### src/rtl/prio_arbiter_pkg.sv
// Shared types and helpers for the two-queue priority arbiter.
package prio_arbiter_pkg;

  typedef enum logic [1:0] {
    GNT_NONE = 2'd0,
    GNT_HP   = 2'd1,
    GNT_NP   = 2'd2
  } grant_e;

  // Width of a counter that must hold values 0..burst inclusive.
  function automatic int burst_w(int burst);
    return $clog2(burst + 1);
  endfunction

endpackage

### src/rtl/prio_arbiter_if.sv
// HP/NP input streams and the merged output channel of the arbiter.
interface prio_arbiter_if #(
  parameter int DW = 33
);
  logic [DW-1:0] hp_data;
  logic          hp_vld;
  logic          hp_rdy;
  logic [DW-1:0] np_data;
  logic          np_vld;
  logic          np_rdy;
  logic [DW-1:0] data_out;
  logic          vld_o;
  logic          rdy_i;
  logic          forced_o;

  modport master (
    output hp_data, hp_vld, np_data, np_vld, rdy_i,
    input  hp_rdy, np_rdy, data_out, vld_o, forced_o
  );

  modport slave (
    input  hp_data, hp_vld, np_data, np_vld, rdy_i,
    output hp_rdy, np_rdy, data_out, vld_o, forced_o
  );
endinterface

### src/rtl/prio_arbiter_out_reg.sv
// Single-entry valid/ready output register; reloads whenever empty or being drained.
module out_reg #(
  parameter int DW = 33
) (
  input  logic          clk,
  input  logic          rst,
  input  logic          rdy,
  input  logic          in_vld,
  input  logic [DW-1:0] in_data,
  output logic          load_en,
  output logic [DW-1:0] data,
  output logic          vld
);

  assign load_en = !vld | rdy;

  always_ff @(posedge clk or negedge rst) begin
    if (!rst) begin
      data <= '0;
      vld  <= 1'b0;
    end else if (load_en) begin
      vld <= in_vld;
      if (in_vld) begin
        data <= in_data;
      end
    end
  end

endmodule

### src/rtl/prio_arbiter.sv
// Merges HP and NP streams onto one registered output; HP wins unless NP has
// waited through HP_BURST consecutive HP grants.
module prio_arbiter
  import prio_arbiter_pkg::*;
#(
  parameter int DW       = 33,
  parameter int HP_BURST = 4
) (
  input  logic         clk,
  input  logic         rst,
  prio_arbiter_if.slave bus
);

  localparam int            CW      = burst_w(HP_BURST);
  localparam logic [CW-1:0] CNT_MAX = CW'(HP_BURST);

  grant_e        grant;
  logic          load_en;
  logic          load_ok;
  logic          force_np;
  logic          load_vld;
  logic [DW-1:0] load_data;
  logic [DW-1:0] data_q;
  logic          vld_q;
  logic [CW-1:0] cnt;
  logic          forced_q;

  // Reset gates the grant so neither queue sees a handshake while held in reset.
  assign load_ok  = load_en & rst;
  assign force_np = bus.np_vld & (cnt == CNT_MAX);

  always_comb begin
    grant = GNT_NONE;
    if (load_ok) begin
      if (force_np) begin
        grant = GNT_NP;
      end else if (bus.hp_vld) begin
        grant = GNT_HP;
      end else if (bus.np_vld) begin
        grant = GNT_NP;
      end
    end
  end

  assign bus.hp_rdy = (grant == GNT_HP);
  assign bus.np_rdy = (grant == GNT_NP);
  assign load_vld   = (grant != GNT_NONE);
  assign load_data  = (grant == GNT_NP) ? bus.np_data : bus.hp_data;

  out_reg #(.DW(DW)) u_out_reg (
    .clk     (clk),
    .rst     (rst),
    .rdy     (bus.rdy_i),
    .in_vld  (load_vld),
    .in_data (load_data),
    .load_en (load_en),
    .data    (data_q),
    .vld     (vld_q)
  );

  // Counts HP grants that NP sat through; only grant events move it.
  always_ff @(posedge clk or negedge rst) begin
    if (!rst) begin
      cnt <= '0;
    end else begin
      case (grant)
        GNT_HP: begin
          if (!bus.np_vld) begin
            cnt <= '0;
          end else if (cnt != CNT_MAX) begin
            cnt <= cnt + CW'(1);
          end
        end
        GNT_NP:  cnt <= '0;
        default: cnt <= cnt;
      endcase
    end
  end

  always_ff @(posedge clk or negedge rst) begin
    if (!rst) begin
      forced_q <= 1'b0;
    end else begin
      forced_q <= load_en & force_np;
    end
  end

  assign bus.data_out = data_q;
  assign bus.vld_o    = vld_q;
  assign bus.forced_o = forced_q;

endmodule

### src/flat_wrapper.sv
// flat-port wrapper written by rule: the top's interface ports become plain ports
module prio_arbiter_flat import prio_arbiter_pkg::*;
#(
  parameter int DW       = 33,
  parameter int HP_BURST = 4
)
  (clk, rst, bus_hp_data, bus_hp_vld, bus_np_data, bus_np_vld, bus_rdy_i, bus_hp_rdy, bus_np_rdy, bus_data_out, bus_vld_o, bus_forced_o);
  prio_arbiter_if #(.DW(DW)) bus_i ();
  input  logic clk;
  input  logic rst;
  input wire logic [$bits(bus_i.hp_data)-1:0] bus_hp_data;
  input wire logic [$bits(bus_i.hp_vld)-1:0] bus_hp_vld;
  input wire logic [$bits(bus_i.np_data)-1:0] bus_np_data;
  input wire logic [$bits(bus_i.np_vld)-1:0] bus_np_vld;
  input wire logic [$bits(bus_i.rdy_i)-1:0] bus_rdy_i;
  output wire logic [$bits(bus_i.hp_rdy)-1:0] bus_hp_rdy;
  output wire logic [$bits(bus_i.np_rdy)-1:0] bus_np_rdy;
  output wire logic [$bits(bus_i.data_out)-1:0] bus_data_out;
  output wire logic [$bits(bus_i.vld_o)-1:0] bus_vld_o;
  output wire logic [$bits(bus_i.forced_o)-1:0] bus_forced_o;
  assign bus_i.hp_data = bus_hp_data;
  assign bus_i.hp_vld = bus_hp_vld;
  assign bus_i.np_data = bus_np_data;
  assign bus_i.np_vld = bus_np_vld;
  assign bus_i.rdy_i = bus_rdy_i;
  assign bus_hp_rdy = bus_i.hp_rdy;
  assign bus_np_rdy = bus_i.np_rdy;
  assign bus_data_out = bus_i.data_out;
  assign bus_vld_o = bus_i.vld_o;
  assign bus_forced_o = bus_i.forced_o;
  prio_arbiter #(.DW(DW), .HP_BURST(HP_BURST)) u_core (.clk(clk), .rst(rst), .bus(bus_i));
endmodule
### config.mk
export PLATFORM = sky130hd
export DESIGN_NAME = prio_arbiter_flat
export DESIGN_NICKNAME = d
export VERILOG_FILES = /design/src/rtl/prio_arbiter_pkg.sv /design/src/rtl/prio_arbiter_if.sv /design/src/rtl/prio_arbiter_out_reg.sv /design/src/rtl/prio_arbiter.sv /design/src/flat_wrapper.sv
export SDC_FILE = /design/constraint.sdc
export NUM_CORES = 1
export LEC_CHECK = 0
export ABC_AREA = 1
export BUFFER_PORTS_ARGS = -buffer_cell sky130_fd_sc_hd__clkbuf_2
export CORE_MARGIN = 2
export CORE_UTILIZATION = 45
export CTS_CLUSTER_DIAMETER = 100
export CTS_CLUSTER_SIZE = 20
export DETAILED_ROUTE_END_ITERATION = 12
export PLACE_DENSITY = 0.83
export REMOVE_ABC_BUFFERS = 1
export SYNTH_ARGS = -nofsm -noshare
export SYNTH_HDL_FRONTEND = slang
export SYNTH_SLANG_ARGS = --single-unit
### constraint.sdc
create_clock -name clk -period 1.8 [get_ports clk]
set_clock_uncertainty 0.2 [all_clocks]
set_input_delay 0.09 -clock clk [delete_from_list [all_inputs] [get_ports clk]]
set_output_delay 0.09 -clock clk [all_outputs]
set_load 0.02 [all_outputs]
==> impl_results.md <==
- Gate power share: 0.394
- Psw: 1.05 mW
- Synthesis-stage register bit count: 38
- Layout area overhead: 73.0%
- IO buf count: 107
- R2r worst-path depth: 9
- Total GRT Usage: 0.311
- DRT Wirelength: 7.91 mm
- CTS root buf: clkbuf_8
- Vias in the first global route: 2731
- Critical path arrival: 1.47 ns
- Avg Inst Size Synth: 7.21 µm²
- Synth cell types: 14
- Period utilization: 0.978
- Reg power frac: 0.397
- Worst-Margin Slew: 0.814 ns
- Vias per cell: 5.17
- Kind of critical path: reg2out
- Initial drt markers: 166
- Power Dens Cells: 793 nW/µm²
- Pin count of the biggest net entering global routing: 34
- I/O Pins: 108
- Skew-Pair Late Insertion Delay: 0.29 ns
- Post-route ant nets: 0
- Inserted Clock Buffers: 5
- Slew Viols, Final: 0
- Hold slack: 0.120 ns
- Switching Share: 0.367
- Setup Total Neg Slack: 0 ns
- RR Startpoint: u_core.cnt[1]
- Post-route DRC: 0
- Dpl hpwl: 4.12 mm
- Via count: 2721
- Internal power: 1.81 mW
- Hold Crit Class: in2reg
- Max_cap viols: 0
- Cell leakage power: 2.06 nW
- CP Capture Type: output port
- Clock power frac: 0.209
- Worst Setup SP: u_core.cnt[1]
- Reg-to-reg slack, setup: 0.09 ns
- Die area: 5200 µm²
- Fin nets: 546
- Count of final hold-check violations: 0
- CTS tree: built
- Antenna violations before repair: 0
- WL/cell: 15.0 µm
- Worst Path Max Fanout: 4
- Global-route wire length before repair: 12.3 mm
- Share of cells above drive strength 1: 0.302
- Synth warn: 0
- Fmax: 568 MHz
- Synth Cell Area: 2090 µm²
- RePlAce Congestion: 0.798
- Drt pass-1 iters: 4
- Mapped Cells: 290
- Relative slew slack: 0.456
- Row cnt: 24
- Worst flop-to-flop path endpoint: u_core.u_out_reg.data[6]
- Final setup violation count: 0
- Clk pin slew, worst setup/hold paths: 0.07 ns
- Sequential fraction of the synthesis area: 0.455
- Die Y-Extent: 72.1 µm
- # clock sinks: 38
- Status: completed
- Max VDD drop: 0.417 mV
- Initial core utilization: 0.473
- Worst endpoint required time: 1.51 ns
- Clock Tree Buf Depth: 2
- Final worst path period need: 1.76 ns
- Core box area: 4410 µm²
- Worst Setup EP: bus_hp_rdy
- H-tree levels: 2
- Die W: 72.1 µm
- Grt ovf: 0
- Setup crit start kind: register
- Diode count: 0
-- sequential cells by signal (all words and copies together), names as in the netlist --
signal / flops
u_core.bus.forced_o: 1
u_core.cnt: 3
u_core.u_out_reg.data: 33
u_core.u_out_reg.vld: 1
-- timing repair --
item                                    in CTS  in global routing
cloned                                       0                  0
endpoints found under the setup margin       9                 10
pin swaps                                    1                  3
resized for setup                            7                 11
hold buffers                                71                  0
endpoints found under the hold margin       76                  0
buffers inserted                             2                  2
-- worst min path at each step --
stage	startpoint	to	slack [ns]	cells past startpoint
final	bus_hp_vld	u_core.cnt[0]	0.12	6
after global routing	bus_hp_vld	u_core.cnt[0]	0.12	6
after CTS	bus_hp_vld	u_core.u_out_reg.vld	0.06	5
after detailed placement	rst	u_core.u_out_reg.data[2]	-0.09	2
after global placement	rst	u_core.u_out_reg.data[2]	-0.09	2
after floorplan	rst	u_core.bus.forced_o	-0.41	0
-- synthesized netlist by cell type (all sizes together) --
| master | number | area [µm²] |
|---|---|---|
| nand2 | 146 | 556 |
| nand3 | 70 | 350 |
| dfrtp | 38 | 951 |
| buf | 19 | 133 |
| inv | 8 | 30.0 |
| nor2 | 4 | 22.5 |
| a21oi | 2 | 13.8 |
| ha | 2 | 25.0 |
| xnor2 | 1 | 8.76 |
-- layout make-up --
type                            instances  area [µm²]
Timing Repair Buffer                  195        1450
Multi-Input combinational cell        225        1020
Sequential cell                        38         951
Fill cell                             278         800
Clock buffer                            7        86.3
Tap cell                               52        65.1
Inverter                                8        32.5
Clock inverter                          1        5.00
-- metal layers --
metal  wire length [µm]  GRT usage  vias to the layer above  part of all wire
met2               4300      0.593                      141              0.54
met4                362      0.166                        0             0.046
li1                   -          -                     1293                 -
met3                467     0.0611                       37             0.059
met5                  0          0                        -                 0
met1               2780      0.312                     1250              0.35
-- critical path, cell delays in order, from the launching register on --
cell and delay (ns):
dfrtp_1 0.37, inv_1 0.09, ha_4 0.17, nand3_4 0.08, nand2_2 0.08, nor2_4 0.15
buf_6 0.13, buf_6 0.11
-- layout by cell type (no fill, tap or decap) --
master	instances
a21oi_1	1
a21oi_2	1
buf_12	5
buf_4	11
buf_6	3
clkbuf_1	1
clkbuf_2	105
clkbuf_8	6
clkinv_2	1
dfrtp_1	38
dlygate4sd3_1	71
ha_1	1
ha_4	1
inv_1	4
inv_2	3
inv_4	1
nand2_1	142
nand2_2	2
nand2_4	1
nand2_8	1
nand3_1	69
nand3_4	1
nor2_1	3
nor2_4	1
xnor2_1	1
-- metrics by stage --
stage               cell area, µm²  cells  utilization  worst slack, ns  power [mW]
floorplan                     1960    271            -            -1.24        1.65
global placement              2720    443        0.616           0.0945        2.04
detailed placement            2720    443        0.616        -0.000466        2.08
CTS                           3560    524        0.806          0.00694        2.82
global route                  3610    526        0.819          -0.0239        3.03
finish                        3610    526        0.819           0.0393        2.87
-- power by group through the flow --
stage	sequential [mW]	combinational (mW)	clock, mW
2_1_floorplan	1.35	0.304	0
3_3_place_gp	1.14	0.897	0
3_5_place_dp	1.15	0.928	0
4_1_cts	1.13	1.07	0.619
5_1_grt	1.16	1.22	0.650
6_report	1.14	1.13	0.598
-- logic make-up (layout without fill, tap and decap cells) --
| logic type | after synthesis | in the layout | synth area share |
|---|---|---|---|
| buf+inv | 27 | 211 | 0.0778 |
| compound gates | 2 | 2 | 0.00659 |
| fa+ha+maj | 2 | 2 | 0.0120 |
| flops | 38 | 38 | 0.455 |
| xor+xnor | 1 | 1 | 0.00419 |
| simple gates | 220 | 220 | 0.444 |
Note: power is estimated with default switching activity, not from simulation.
